<file path="config.mk">
export PLATFORM = sky130hd
export DESIGN_NAME = decode_stage
export DESIGN_NICKNAME = d
export VERILOG_FILES = /design/src/rtl/decode_stage.sv
export SDC_FILE = /design/constraint.sdc
export NUM_CORES = 2
export LEC_CHECK = 0
export BUFFER_PORTS_ARGS = -buffer_cell sky130_fd_sc_hd__buf_2
export CAP_MARGIN = 20
export CORE_AREA = 2 2 236 413
export DETAILED_ROUTE_END_ITERATION = 7
export DIE_AREA = 0 0 238 415
export MAX_ROUTING_LAYER = met4
export PLACE_DENSITY = 0.75
export SYNTH_ARGS = -nofsm -noshare
export SYNTH_HDL_FRONTEND = slang
export SYNTH_SLANG_ARGS = --single-unit
</file>
<file path="constraint.sdc">
create_clock -name clk -period 33.9 [get_ports clk]
set_input_delay 6.78 -clock clk [delete_from_list [all_inputs] [get_ports clk]]
set_output_delay 6.78 -clock clk [all_outputs]
set_load 0.05 [all_outputs]
</file>
<file path="src/rtl/decode_stage.sv">
// RV32I decode stage: decodes OP / OP-IMM from IF/ID, reads the 32-entry register file
// with write-through bypass, and keeps a sticky illegal-instruction flag.
module decode_stage #(
    parameter int XLEN = 32,
    parameter int NREG = 32
) (
    input  logic            clk,
    input  logic            rst,
    input  logic [31:0]     instr_i,
    input  logic            instr_valid_i,
    input  logic            wb_we_i,
    input  logic [4:0]      wb_rd_i,
    input  logic [XLEN-1:0] wb_data_i,
    output logic            Regwritte_ctrl,
    output logic [XLEN-1:0] Data1_reg,
    output logic [XLEN-1:0] Data2_reg,
    output logic [4:0]      Rd_IF_ID,
    output logic [3:0]      ALuctrl,
    output logic            illegal_o
);

    localparam logic [6:0] OPC_OP    = 7'b0110011;
    localparam logic [6:0] OPC_OPIMM = 7'b0010011;
    localparam logic [6:0] F7_ZERO   = 7'b0000000;
    localparam logic [6:0] F7_ALT    = 7'b0100000;

    localparam logic [3:0] ALU_ADD  = 4'd0;
    localparam logic [3:0] ALU_SUB  = 4'd1;
    localparam logic [3:0] ALU_SLL  = 4'd2;
    localparam logic [3:0] ALU_SLT  = 4'd3;
    localparam logic [3:0] ALU_SLTU = 4'd4;
    localparam logic [3:0] ALU_XOR  = 4'd5;
    localparam logic [3:0] ALU_SRL  = 4'd6;
    localparam logic [3:0] ALU_SRA  = 4'd7;
    localparam logic [3:0] ALU_OR   = 4'd8;
    localparam logic [3:0] ALU_AND  = 4'd9;

    logic [6:0]      opcode_s;
    logic [4:0]      rd_s;
    logic [2:0]      funct3_s;
    logic [4:0]      rs1_s;
    logic [4:0]      rs2_s;
    logic [6:0]      funct7_s;
    logic [XLEN-1:0] imm_s;
    logic            is_op_s;
    logic            is_opimm_s;
    logic            f7_ok_s;
    logic [3:0]      alu_s;
    logic            legal_s;
    logic            wb_wr_s;
    logic [XLEN-1:0] rs1_val_s;
    logic [XLEN-1:0] rs2_val_s;
    logic            illegal_d;
    logic            illegal_q;
    logic [XLEN-1:0] regs_q [1:NREG-1];

    assign opcode_s   = instr_i[6:0];
    assign rd_s       = instr_i[11:7];
    assign funct3_s   = instr_i[14:12];
    assign rs1_s      = instr_i[19:15];
    assign rs2_s      = instr_i[24:20];
    assign funct7_s   = instr_i[31:25];
    assign imm_s      = {{(XLEN-12){instr_i[31]}}, instr_i[31:20]};
    assign is_op_s    = (opcode_s == OPC_OP);
    assign is_opimm_s = (opcode_s == OPC_OPIMM);

    // A writeback coinciding with reset is dropped, both for storage and for the bypass.
    assign wb_wr_s = wb_we_i & (wb_rd_i != 5'd0) & ~rst;

    // ALU operation select and funct7 legality for OP / OP-IMM.
    always_comb begin
        alu_s   = ALU_ADD;
        f7_ok_s = 1'b0;
        case (funct3_s)
            3'b000: begin
                if (is_op_s && (funct7_s == F7_ALT)) begin
                    alu_s   = ALU_SUB;
                    f7_ok_s = 1'b1;
                end else begin
                    alu_s   = ALU_ADD;
                    f7_ok_s = is_opimm_s | (funct7_s == F7_ZERO);
                end
            end
            3'b001: begin
                alu_s   = ALU_SLL;
                f7_ok_s = (funct7_s == F7_ZERO);
            end
            3'b010: begin
                alu_s   = ALU_SLT;
                f7_ok_s = is_opimm_s | (funct7_s == F7_ZERO);
            end
            3'b011: begin
                alu_s   = ALU_SLTU;
                f7_ok_s = is_opimm_s | (funct7_s == F7_ZERO);
            end
            3'b100: begin
                alu_s   = ALU_XOR;
                f7_ok_s = is_opimm_s | (funct7_s == F7_ZERO);
            end
            3'b101: begin
                if (funct7_s == F7_ZERO) begin
                    alu_s   = ALU_SRL;
                    f7_ok_s = 1'b1;
                end else if (funct7_s == F7_ALT) begin
                    alu_s   = ALU_SRA;
                    f7_ok_s = 1'b1;
                end else begin
                    alu_s   = ALU_SRL;
                    f7_ok_s = 1'b0;
                end
            end
            3'b110: begin
                alu_s   = ALU_OR;
                f7_ok_s = is_opimm_s | (funct7_s == F7_ZERO);
            end
            3'b111: begin
                alu_s   = ALU_AND;
                f7_ok_s = is_opimm_s | (funct7_s == F7_ZERO);
            end
            default: begin
                alu_s   = ALU_ADD;
                f7_ok_s = 1'b0;
            end
        endcase
    end

    assign legal_s   = instr_valid_i & (is_op_s | is_opimm_s) & f7_ok_s;
    assign illegal_d = illegal_q | (instr_valid_i & ~legal_s);

    // Read port A with x0 forced to zero and same-cycle writeback forwarding.
    always_comb begin
        rs1_val_s = '0;
        if (rs1_s == 5'd0) begin
            rs1_val_s = '0;
        end else if (wb_wr_s && (wb_rd_i == rs1_s)) begin
            rs1_val_s = wb_data_i;
        end else begin
            rs1_val_s = regs_q[rs1_s];
        end
    end

    // Read port B, same rules as port A.
    always_comb begin
        rs2_val_s = '0;
        if (rs2_s == 5'd0) begin
            rs2_val_s = '0;
        end else if (wb_wr_s && (wb_rd_i == rs2_s)) begin
            rs2_val_s = wb_data_i;
        end else begin
            rs2_val_s = regs_q[rs2_s];
        end
    end

    // ID/EX control and operands; anything not legal becomes an all-zero bubble.
    always_comb begin
        Regwritte_ctrl = 1'b0;
        Data1_reg      = '0;
        Data2_reg      = '0;
        Rd_IF_ID       = 5'd0;
        ALuctrl        = ALU_ADD;
        if (legal_s) begin
            Regwritte_ctrl = (rd_s != 5'd0);
            Data1_reg      = rs1_val_s;
            Data2_reg      = is_op_s ? rs2_val_s : imm_s;
            Rd_IF_ID       = rd_s;
            ALuctrl        = alu_s;
        end else begin
            Regwritte_ctrl = 1'b0;
            Data1_reg      = '0;
            Data2_reg      = '0;
            Rd_IF_ID       = 5'd0;
            ALuctrl        = ALU_ADD;
        end
    end

    // Register file write port.
    always_ff @(posedge clk or posedge rst) begin
        if (rst) begin
            for (int i = 1; i < NREG; i++) begin
                regs_q[i] <= '0;
            end
        end else if (wb_wr_s) begin
            regs_q[wb_rd_i] <= wb_data_i;
        end
    end

    // Sticky illegal-instruction flag.
    always_ff @(posedge clk or posedge rst) begin
        if (rst) begin
            illegal_q <= 1'b0;
        end else begin
            illegal_q <= illegal_d;
        end
    end

    assign illegal_o = illegal_q;

endmodule

</file>
# Yosys cells after proc, flatten, opt, wreduce, memory -nomap -nowiden
# Index checks and enable logic that the tools add are counted.
[word_totals]
ff_bits = 993
latch_bits = 0
mem_bits_rw = 0
romBits = 0
input_bits = 73
out_inout_bits = 75
memories = 0
[op_classes]
add_sub_neg = 0
n_mul = 0
div = 0
magnitude_cmp = 4
n_eq_ne = 12
n_shift = 0
n_mux = 27
bitwise = 13
n_reduce_logical = 11
[ops]
columns = ["cell", "count"]
rows = [
  ["$bwmux 992", 1],
  ["$mux 32", 12],
  ["$bmux 32 s5", 2],
  ["$demux 32 s5", 1],
  ["$pmux 4 s8", 1],
  ["$ge 6x6->1 const B", 3],
  ["$not 5->6", 3],
  ["$eq 7x6->1 const B", 2],
  ["$eq 3x3->1 const B", 4],
  ["$eq 5x5->1", 2],
  ["$logic_not 5->1", 2],
  ["$reduce_bool 5->1", 2],
  ["$eq 7x5->1 const B", 1],
  ["$logic_not 7->1", 1],
  ["$mux 1", 7],
  ["$eq 3x2->1 const B", 2],
  ["$lt 6x1->1 const B", 1],
  ["$and 1x1->1", 5],
  ["$mux 5", 1],
  ["$reduce_or 5->1", 1],
  ["$logic_and 1x1->1", 4],
  ["$mux 4", 1],
  ["$pmux 1 s4", 1],
  ["$eq 3x1->1 const B", 1],
  ["other kinds (3)", 6],
]

# Depth between registers and ports, before layout
[logic_depth]
word_depth = 8
mapped_depth = 12

# Worst setup path before layout
# OpenSTA, ideal clock, no wires.
[synth_timing]
path_kind = "input to output"
startpoint = "in instr_i[25]"
endpoint = "out ALuctrl[0]"
arrival_time_ns = 10.452
required_time_ns = 27.120
setup_slack_ns = 16.668
cell_stages = 6
path_cell_list = "or4_4 -> o32ai_2 -> nand3_2 -> or2_1 -> buf_2 -> a2111oi_0"
[synth_via]
elab_chain_cells = 6
elab_cells_between_ends = 14
classes_between = "1 x eq/ne; 9 x mux; 2 x bitwise; 2 x reduce/logical"
[synth_rtl]
columns = ["item", "line", "text"]
rows = [
  ["start: declaration", "9", "input logic [31:0] instr_i,"],
  ["$eq 7x6->1 / $logic_not 7->1 (equally long branches)", "n/a", ""],
  ["$mux 1 (tied with other cells)", "104", "end else if (funct7_s == F7_ALT) begin"],
  ["$mux 1, on equally long branches", "101, 76", ""],
  ["$pmux 1 s4", "74", "case (funct3_s)"],
  ["$and 1x1->1", "127", "assign legal_s = instr_valid_i & (is_op_s | is_opimm_s) & f7_ok_s;"],
  ["$mux 4 (*)", "161", "if (legal_s) begin"],
  ["end: declaration", "18", "output logic [3:0] ALuctrl,"],
]
# Every way passes the cells marked *; elsewhere a longest branch is shown, timed or not.

# Final worst setup path
[layout_timing]
startpoint = "in instr_i[16]"
endpoint = "out Data1_reg[16]"
[layout_via]
elab_chain_cells = 7
elab_cells_between_ends = 10
classes_between = "1 x eq/ne; 6 x mux; 1 x bitwise; 2 x reduce/logical"
[layout_rtl]
columns = ["item", "line", "text"]
rows = [
  ["$not 5->6 (implied by the code)", "138", "rs1_val_s = regs_q[rs1_s];"],
  ["$bmux 32 s5", "138", ""],
  ["$mux 32 (implied by the code) (2 in a row)", "138", ""],
  ["$mux 32", "135", "end else if (wb_wr_s && (wb_rd_i == rs1_s)) begin"],
  ["$mux 32 (*)", "133", "if (rs1_s == 5'd0) begin"],
  ["$mux 32 (*)", "161", ""],
  ["end: declaration", "15", "output logic [XLEN-1:0] Data1_reg,"],
]
# Every way passes the cells marked *; elsewhere a longest branch is shown, timed or not. The select of a mux whose other input is x is not followed.

==> reports/metrics.cfg <==
[power]
leakagePower_nw=26.5
p_per_area_mw_per_mm2=52.1
irDropWorstVdd_mv=0.0435

[global_route]
grt_pass1_wl_um=268000
first_global_vias=39200
grt_max_degree=181
grt_antenna_before_repair=16
grt_usage_pct=38.7
grt.overflow.total=0

[logic_synthesis]
yosys-top-cells-count=mux2_2 (1251), dfrtp_1 (993), mux4_2 (316), clkbuf_1 (291), nand2_1 (109)
synth_most_common_cell=mux2_2
synth-main-ff-cell=dfrtp_1
synth.distinct_cells=62
synth-seq-area-share_pct=46.0
synth-warning-count=0
synth_area_leaders=dfrtp_1 (46%), mux2_2 (26%), mux4_2 (13%)
synth_top_area_cell=dfrtp_1
synth_edf_count=0
syn_nets=4027
netlist_instances=3954
synth_top_area_share_pct=46.0
synthArstFlopShare_pct=100
synth.ff_latch_count=993
syn_area_mm2=0.0540
synth_area_per_cell_um2=13.7

[run]
cap_violations=0

[clocking]
tritoncts=yes
cts_hold_buf=0
htreeDepth=3
cts_buffer_depth=3
clock-sinks=993
worst_skew_pair.late_latency_ns=0.69
cts_root_buffer=clkbuf_16
cts_resized=0
clk_pin_slew_worst_paths_ns=0.07
cts_buffers=91
post_cts_buffers=0

[cells_and_area]
final-seq-area_mm2=0.0248
multi_input_area_mm2=0.0278
post_layout_nonfiller_instances=5179
area_growth_syn_to_layout_pct=9.01
final.fill_count=7178
nets=3955
drive_gt1_share_pct=51.2

[worst_setup_path]
rr_worst_depth=1
worstSetupEndpointType=output pin
crit_fanout=113
max_stage_delay_ns=0.96
r2r_end=regs_q[982]
r2r-start=regs_q[982]
worst_ep_arrival_time_ns=13.04
cpMostUsedCell=buf_4
cp_cell_sequence=buf_8, buf_4, buf_4, buf_4, buf_4, mux2_2, o22ai_1, o21ai_0, o221ai_1, or4_1, a21oi_1, buf_2
reg2reg_slack_ns=33.06
critPathBufInv=6
critPathTopFamily=buffers and inverters
crit_slowest_cell=buf_4
start_kind=input port
criticalPathCategory=in2out
required_ns=27.12

[sta]
fin_worst_skew_ns=0
rsz0062_at_grt=false
setup_viol=0
period_share_pct=58.5
worst_pin_slew_ns=1.14
relSlewSlack_pct=23.8
final_hold_viol_count=0
finalSetupTns_ns=0
maxSlewViolCount=0
fmax_ghz=0.0505
min_period_ns=19.82

[drt]
wl_met3_um=18600
viasPerCell=7.48
met1Wirelength_um=63700
met2_length_um=87500
drt_pass1_iterations=7
routed-via-count=38800
drc=0
wirelength_um=185000
top_layer=met4
wl_per_cell_um=35.7
ant_nets=0
drt_iter0_markers=4614

[die]
dieHeight_um=415
die_x_um=238
start_util_pct=56.6
num_rows=150
core_mm2=0.0953
ios=148
die_area_mm2=0.0988

[place]
dp_cells=5002
portBuffers=147
dp_hpwl_um=108000
gp_congestion=0.887

[outcome]
status=completed

[worst_hold_path]
holdPathStages=1
hold_start=illegal_o
hold_end=illegal_o
hp-class=reg2reg

==> through the flow <==
step                      power (W)  instance area, um^2  hold slack, ns  setup WS (ns)  utilization (%)
final                       0.00307                58900           0.483          14.08             61.8
after global routing        0.00316                58900           0.512          13.98             61.7
after CTS                   0.00306                58800           0.462          14.25             61.7
after detailed placement    0.00199                55700           0.447          14.25             58.5
after global placement      0.00197                55700           0.438          14.26             58.4
after floorplan             0.00184                54000           0.491          13.44                -
==> metal layers <==
metal / vias up / GRT usage (%)
li1: 15000 / -
met1: 20400 / 45.0
met2: 2525 / 58.8
met3: 795 / 9.38
met4: 0 / 27.5
met5: - / -
==> kinds of logic after synthesis <==
family                    after synthesis  share of synthesized area [%]
buffers and inverters                 420                           3.09
muxes                                1659                           41.0
and+or+nand+nor                       391                           3.66
DFF                                   993                           46.0
AOI/OAI and AO/OA                     481                           6.12
xor gates and xnor gates               10                          0.162
==> cell usage in the layout (no fill, tap or decap), types with 14 or more instances in the layout <==
cell and count:
buf_4 97, a21oi_1 47, clkinv_2 17, clkbuf_16 95, o21ai_0 93, nor2_4 17, o22ai_1 107, a221o_1 19
or4_1 35, nand4_1 17, a22oi_1 88, dfrtp_1 993, buf_2 143, clkbuf_1 14, o221ai_1 41, nand3_1 29
nor2_1 87, a221oi_1 43, mux2_2 1251, mux2i_1 92, nor2b_1 16, nand2_1 97, clkbuf_8 22, mux4_2 316
==> state kept, by name, summed over array words and instances, names as in the netlist <==
signal / count
illegal_o: 1
regs_q: 992
==> how the worst max path moves through the flow <==
stage / start / cells after the start / slack, ns / to
final: instr_i[16] / 12 / 14.08 / Data1_reg[16]
after global routing: instr_i[16] / 12 / 13.98 / Data1_reg[16]
after CTS: instr_i[16] / 12 / 14.25 / Data1_reg[15]
after detailed placement: instr_i[16] / 12 / 14.25 / Data1_reg[15]
after global placement: instr_i[16] / 12 / 14.26 / Data1_reg[15]
after floorplan: rst / 1 / 13.44 / illegal_o
==> layout make-up <==
cell class	count	area share, %
Antenna cell	13	0.0553
Clock buffer	131	4.64
Clock inverter	30	0.546
Inverter	5	0.0383
Multi-Input combinational cell	2541	47.2
Sequential cell	993	42.2
Tap cell	1216	2.58
Timing Repair Buffer	250	2.77
==> power breakdown <==
part | internal, W | switching, W | leakage [nW]
sequential | 0.00134 | 0.000122 | 13.2
combinational | 0.000288 | 0.000238 | 11.8
clock | 0.000605 | 0.000472 | 1.51
total | 0.00223 | 0.000832 | 26.5
(Power assumes the default switching activity.)
